[config.mk]
export PLATFORM = sky130hd
export DESIGN_NAME = spike_dispatcher
export DESIGN_NICKNAME = d
export VERILOG_FILES = /design/src/rtl/spike_dispatcher.sv
export SDC_FILE = /design/constraint.sdc
export NUM_CORES = 1
export LEC_CHECK = 0
export CORE_AREA = 2 2 69 71
export DETAILED_ROUTE_END_ITERATION = 7
export DIE_AREA = 0 0 71 73
export PLACE_DENSITY = 0.85
export RECOVER_POWER = 50
export SLEW_MARGIN = 20
export SYNTH_ARGS = -nofsm -noshare
export SYNTH_HDL_FRONTEND = slang
export SYNTH_SLANG_ARGS = --single-unit
[constraint.sdc]
create_clock -name clk -period 2.45 [get_ports clk]
set_input_delay 0.245 -clock clk [delete_from_list [all_inputs] [get_ports clk]]
set_output_delay 0.245 -clock clk [all_outputs]
set_load 0.02 [all_outputs]
[src/rtl/spike_dispatcher.sv]
// Input-spike FIFO feeding one LIF neuron through an IDLE/START/WAIT/RESULT handshake.
// Optional WAIT watchdog compiled in with `define SPIKE_DISPATCH_TIMEOUT_EN.
module spike_dispatcher #(
  parameter int S_WIDTH        = 8,
  parameter int FIFO_DEPTH     = 4,
  parameter int TIMEOUT_CYCLES = 64
) (
  input  logic                          clk,
  input  logic                          rst,
  input  logic                          in_valid,
  input  logic signed [S_WIDTH-1:0]     in_data,
  output logic                          in_ready,
  output logic                          nrn_start,
  output logic signed [S_WIDTH-1:0]     nrn_spike,
  input  logic                          nrn_valid,
  input  logic                          nrn_spike_out,
  output logic                          res_valid,
  output logic                          res_spike,
  input  logic                          res_ready,
  output logic [$clog2(FIFO_DEPTH):0]   fifo_count,
  output logic                          timeout_err
);

  localparam int PW = $clog2(FIFO_DEPTH);
  localparam int CW = PW + 1;

  if (FIFO_DEPTH < 2 || (FIFO_DEPTH & (FIFO_DEPTH - 1)) != 0 || TIMEOUT_CYCLES < 1) begin : g_param_check
    $error("spike_dispatcher: FIFO_DEPTH must be a power of two >= 2 and TIMEOUT_CYCLES >= 1");
  end

  typedef enum logic [1:0] {IDLE, START, WAIT, RESULT} state_t;

  state_t                      state_q, state_d;
  logic [PW-1:0]               wr_ptr_q, wr_ptr_d;
  logic [PW-1:0]               rd_ptr_q, rd_ptr_d;
  logic [CW-1:0]               count_q, count_d;
  logic signed [S_WIDTH-1:0]   hold_q, hold_d;
  logic                        res_spike_q, res_spike_d;
  logic signed [S_WIDTH-1:0]   mem_q [FIFO_DEPTH];
  logic                        push, pop, wait_expired;

  assign in_ready   = (count_q != CW'(FIFO_DEPTH));
  assign push       = in_valid && in_ready;
  assign pop        = (state_q == IDLE) && (count_q != '0);
  assign fifo_count = count_q;
  assign nrn_spike  = hold_q;
  assign res_spike  = res_spike_q;

`ifdef SPIKE_DISPATCH_TIMEOUT_EN
  localparam int TW = $clog2(TIMEOUT_CYCLES + 1);
  localparam logic [TW-1:0] TO_LAST = TW'(TIMEOUT_CYCLES - 1);

  logic [TW-1:0] wait_cnt_q, wait_cnt_d;
  logic          terr_q, terr_d;

  // Counter restarts every time WAIT is entered; expiry forces a zero result.
  assign wait_expired = (state_q == WAIT) && !nrn_valid && (wait_cnt_q == TO_LAST);

  always_comb begin
    wait_cnt_d = '0;
    if (state_q == WAIT) wait_cnt_d = wait_cnt_q + TW'(1);
    terr_d = terr_q | wait_expired;
  end

  always_ff @(posedge clk or negedge rst) begin
    if (!rst) begin
      wait_cnt_q <= '0;
      terr_q     <= 1'b0;
    end else begin
      wait_cnt_q <= wait_cnt_d;
      terr_q     <= terr_d;
    end
  end

  assign timeout_err = terr_q;
`else
  assign wait_expired = 1'b0;
  assign timeout_err  = 1'b0;
`endif

  always_ff @(posedge clk or negedge rst) begin
    if (!rst) begin
      state_q     <= IDLE;
      wr_ptr_q    <= '0;
      rd_ptr_q    <= '0;
      count_q     <= '0;
      hold_q      <= '0;
      res_spike_q <= 1'b0;
    end else begin
      state_q     <= state_d;
      wr_ptr_q    <= wr_ptr_d;
      rd_ptr_q    <= rd_ptr_d;
      count_q     <= count_d;
      hold_q      <= hold_d;
      res_spike_q <= res_spike_d;
    end
  end

  // Storage carries no reset; occupancy is tracked solely by the pointers and count.
  always_ff @(posedge clk) begin
    if (push) mem_q[wr_ptr_q] <= in_data;
  end

  always_comb begin
    wr_ptr_d = wr_ptr_q;
    rd_ptr_d = rd_ptr_q;
    hold_d   = hold_q;
    if (push) wr_ptr_d = wr_ptr_q + PW'(1);
    if (pop) begin
      rd_ptr_d = rd_ptr_q + PW'(1);
      hold_d   = mem_q[rd_ptr_q];
    end
    count_d = count_q + CW'(push) - CW'(pop);
  end

  always_comb begin
    res_spike_d = res_spike_q;
    if (state_q == WAIT) begin
      if (nrn_valid)         res_spike_d = nrn_spike_out;
      else if (wait_expired) res_spike_d = 1'b0;
    end
  end

  always_comb begin
    state_d = state_q;
    case (state_q)
      IDLE:    if (pop) state_d = START;
      START:   state_d = WAIT;
      WAIT:    if (nrn_valid || wait_expired) state_d = RESULT;
      RESULT:  if (res_ready) state_d = IDLE;
      default: state_d = IDLE;
    endcase
  end

  always_comb begin
    nrn_start = 1'b0;
    res_valid = 1'b0;
    case (state_q)
      START:   nrn_start = 1'b1;
      RESULT:  res_valid = 1'b1;
      default: ;
    endcase
  end

endmodule
==> summary.md <==
| Metric | Value |
|---|---|
| Max-slew violations | 0 |
| Synthesized instance count | 130 |
| Initial DRC Count | 71 |
| Worst EP arrival | 2470 ps |
| Area of the mapped netlist | 2090 µm² |
| Layout Skew | 9.647 ps |
| Worst-path fanout max | 5 |
| First-pass GRT wire length | 5768 µm |
| Worst-path clk slew | 100 ps |
| Die Area | 5183 µm² |
| LEAKAGE | 0.001034 µW |
| Maximum VDD drop | 0.4895 mV |
| PD cells | 1265 nW/µm² |
| Routed via count | 1128 |
| CTS Sinks | 50 |
| Worst reg-to-reg path cell count | 10 |
| Clk_lat worst skew | 310 ps |
| Synth warnings | 0 |
| Largest net degree at the start of global routing | 19 |
| Critical Path Sink Type | flip-flop |
| Ratio of cells with drive above 1 in the final layout | 0.2012 |
| DR pass1 iterations | 4 |
| Final Core Density | 0.5644 |
| CP cell instances | or3b_4 > and2_4 > inv_1 > ha_1 > inv_1 > ha_1 > inv_1 > fa_2 > xnor2_1 > xnor2_1 |
| Die outline height | 73 µm |
| CP max-delay cell | or3b_4 |
| Worst r2r dst | fifo_count[2] |
| TritonCTS clock tree | done |
| Largest family of logic cells by synthesized area | multiplexers |
| Status | finished, final reports clean |
| Synth Area in Simple Gates | 0.07485 |
| Worst Setup SP | fifo_count[0] |
| DR vias/cell | 5.058 |
| Dpl hpwl | 2749 µm |
| Crit path launch type | flip-flop |
| CTS Buf Count | 5 |
| Class of the worst hold path | in2async |
| Setup Crit Path Kind | reg2reg |
| CTS max path bufs | 2 |
| Starting Density | 0.4607 |
| CTS Root Cell | clkbuf_8 |
| Hold Buf Count CTS | 0 |
| Number of core rows | 25 |
| FF+latch count, synth | 50 |
| CP endpoint | fifo_count[2] |
| Min cycle time layout | 2238 ps |
| Syn_nets | 156 |
| Mux contribution to synthesized area | 0.1090 |
| Fin crit share | 0.9137 |
| DRC violations left | 0 |
| RR Startpoint | fifo_count[0] |
| Synth Area in XOR/XNOR | 0.02096 |
| RSZ-0062 raised after global routing | false |
| Routed len/inst | 16.51 µm |
| Max cap viols | 0 |
| DIE WIDTH | 71 µm |
| Total global-route track usage | 0.1556 |
| Diode count | 0 |
| Maximum clock rate | 446.7 MHz |
| # fillers | 345 |
| Antenna viol nets, final | 0 |
| Setup violators final | 0 |
| Number of antenna violations at the first check in global routing | 0 |
| Flop2flop setup slack | 210 ps |
| Most common flop cell mapped by yosys | edfxtp_1 |
| Placed instance area | 2461 µm² |
| Core ar. | 4536 µm² |
| Crit path largest cell delay | 420 ps |
| I/O Pins | 30 |
| Final Hold Viols | 0 |
| Slew at the pin closest to its max-slew limit | 821.8 ps |
| Final Cell Area | 2560 µm² |
| Slew HR | 0.4503 |
| Nets | 194 |
| Seq/Total Area, Yosys | 0.6754 |
| CP dominant cell by count | inv_1 |
| Area Growth Syn to Fin | 22.52% |
| Number of global-route vias before repair | 1161 |
| Routability cong. | 0.6683 |
| Worst EP required | 2680 ps |
| Count of buffers from port buffering | 28 |
| Unique cell type count in the Yosys netlist | 23 |
| Post-synth EDFFs | 32 |
| Compound-gate portion of the synthesized area | 0.01497 |
| Syn Area/Cell | 16.07 µm² |
| H-tree levels | 2 |
| Fraction of registers with async set/reset | 0.3600 |
| Setup TNS | 0 ps |
| Overflow after GRT | 0 |
| Post-Synth Adder-Cell Area | 0.07545 |
| Final WL | 3681 µm |
-- kinds of logic (layout without fill, tap and decap cells) --
group                    Yosys count  in the layout
buffers and inverters             14             53
other                              1              1
AND/OR/NAND/NOR                   34             34
adder cells (fa/ha/maj)           12             12
flip-flops                        50             50
XOR/XNOR                           5              5
AO/OA/AOI/OAI                      2              2
multiplexers                      12             12
-- cell type report --
cell class / count / area (µm²) / area share
clock buffer: 5 / 68.82 / 0.02688
inverter: 11 / 41.29 / 0.01613
sequential: 50 / 1414 / 0.5523
tap: 54 / 67.56 / 0.02639
multi-input combinational: 66 / 621.8 / 0.2429
timing repair buffer: 34 / 321.6 / 0.1256
clock inverter: 3 / 25.02 / 0.009775
-- cell usage after synthesis (2+ instances only) --
cell type | instances | area share
and3_2 | 4 | 0.014
dfrtp_1 | 18 | 0.22
edfxtp_1 | 32 | 0.46
ha_1 | 11 | 0.066
inv_1 | 10 | 0.018
mux2_2 | 2 | 0.011
mux4_2 | 8 | 0.086
nand2_1 | 26 | 0.047
xnor2_1 | 5 | 0.021
-- how the worst min path moves through the flow --
| stage | start | endpoint | slack [ps] |
|---|---|---|---|
| after floorplan | rst | fifo_count[0] | -50 |
| after global placement | nrn_spike[3] | nrn_spike[3] | 460 |
| after detailed placement | nrn_spike[4] | nrn_spike[4] | 470 |
| after CTS | rst | nrn_spike[1] | 440 |
| after global routing | nrn_spike[4] | nrn_spike[4] | 510 |
| final | rst | nrn_spike[1] | 470 |
-- registers in the layout (all words and copies together) (netlist names) --
signal	count
res_spike	1
state_q	2
fifo_count	3
rd_ptr_q	2
mem_q	32
nrn_spike	8
wr_ptr_q	2
-- where the power goes --
group	leakage [µW]	internal (µW)	switching (µW)
Combinational	0.000482	694	685
Sequential	0.000507	1180	188
Clock	0.0000447	206	286
Total	0.00103	2080	1160
-- through the flow --
stage               worst slack, ps  total power [µW]  hold slack (ps)  cells
floorplan                     45.18              2231           -50.59    130
global placement              210.3              2670            459.1    214
detailed placement            144.2              2781            466.2    214
CTS                           136.2              3264            436.0    222
global route                  37.08              3436            509.9    223
finish                        211.5              3239            469.4    223
-- cell usage in the layout (no fill, tap or decap), drive strengths merged --
| cell type | n |
|---|---|
| and3 | 4 |
| buf | 5 |
| mux2 | 3 |
| and2 | 1 |
| o31ai | 1 |
| dlygate4sd3 | 9 |
| xnor2 | 5 |
| nor2 | 1 |
| ha | 11 |
| nand2 | 26 |
| clkinv | 1 |
| mux2i | 1 |
| fa | 1 |
| mux4 | 8 |
| conb | 1 |
| dfrtp | 18 |
| or3b | 1 |
| inv | 12 |
| clkbuf | 6 |
| nor3 | 1 |
| clkinvlp | 1 |
| edfxtp | 32 |
| clkdlybuf4s50 | 19 |
| a222oi | 1 |
-- layer usage --
metal / up-vias / GRT usage / share of wire
met5: - / 0 / 0
met1: 569 / 0.1884 / 0.42
met2: 23 / 0.2731 / 0.53
met4: 0 / 0.06289 / 0.013
li1: 531 / - / -
met3: 5 / 0.03315 / 0.034
-- worst max-delay path, delay by kind of cell (launching register included) --
family / cells / cell delay (ps)
flip-flops: 1 / 390
adder cells (fa/ha/maj): 3 / 690
XOR/XNOR: 2 / 320
buffers and inverters: 3 / 150
AND/OR/NAND/NOR: 2 / 610
-- timing repair --
item | in CTS | in global routing
setup buffers | 0 | 1
setup endpoints to repair | 0 | 1
endpoints found under the hold margin | 0 | 0
resized for setup | 0 | 1
(Power assumes the default switching activity.)
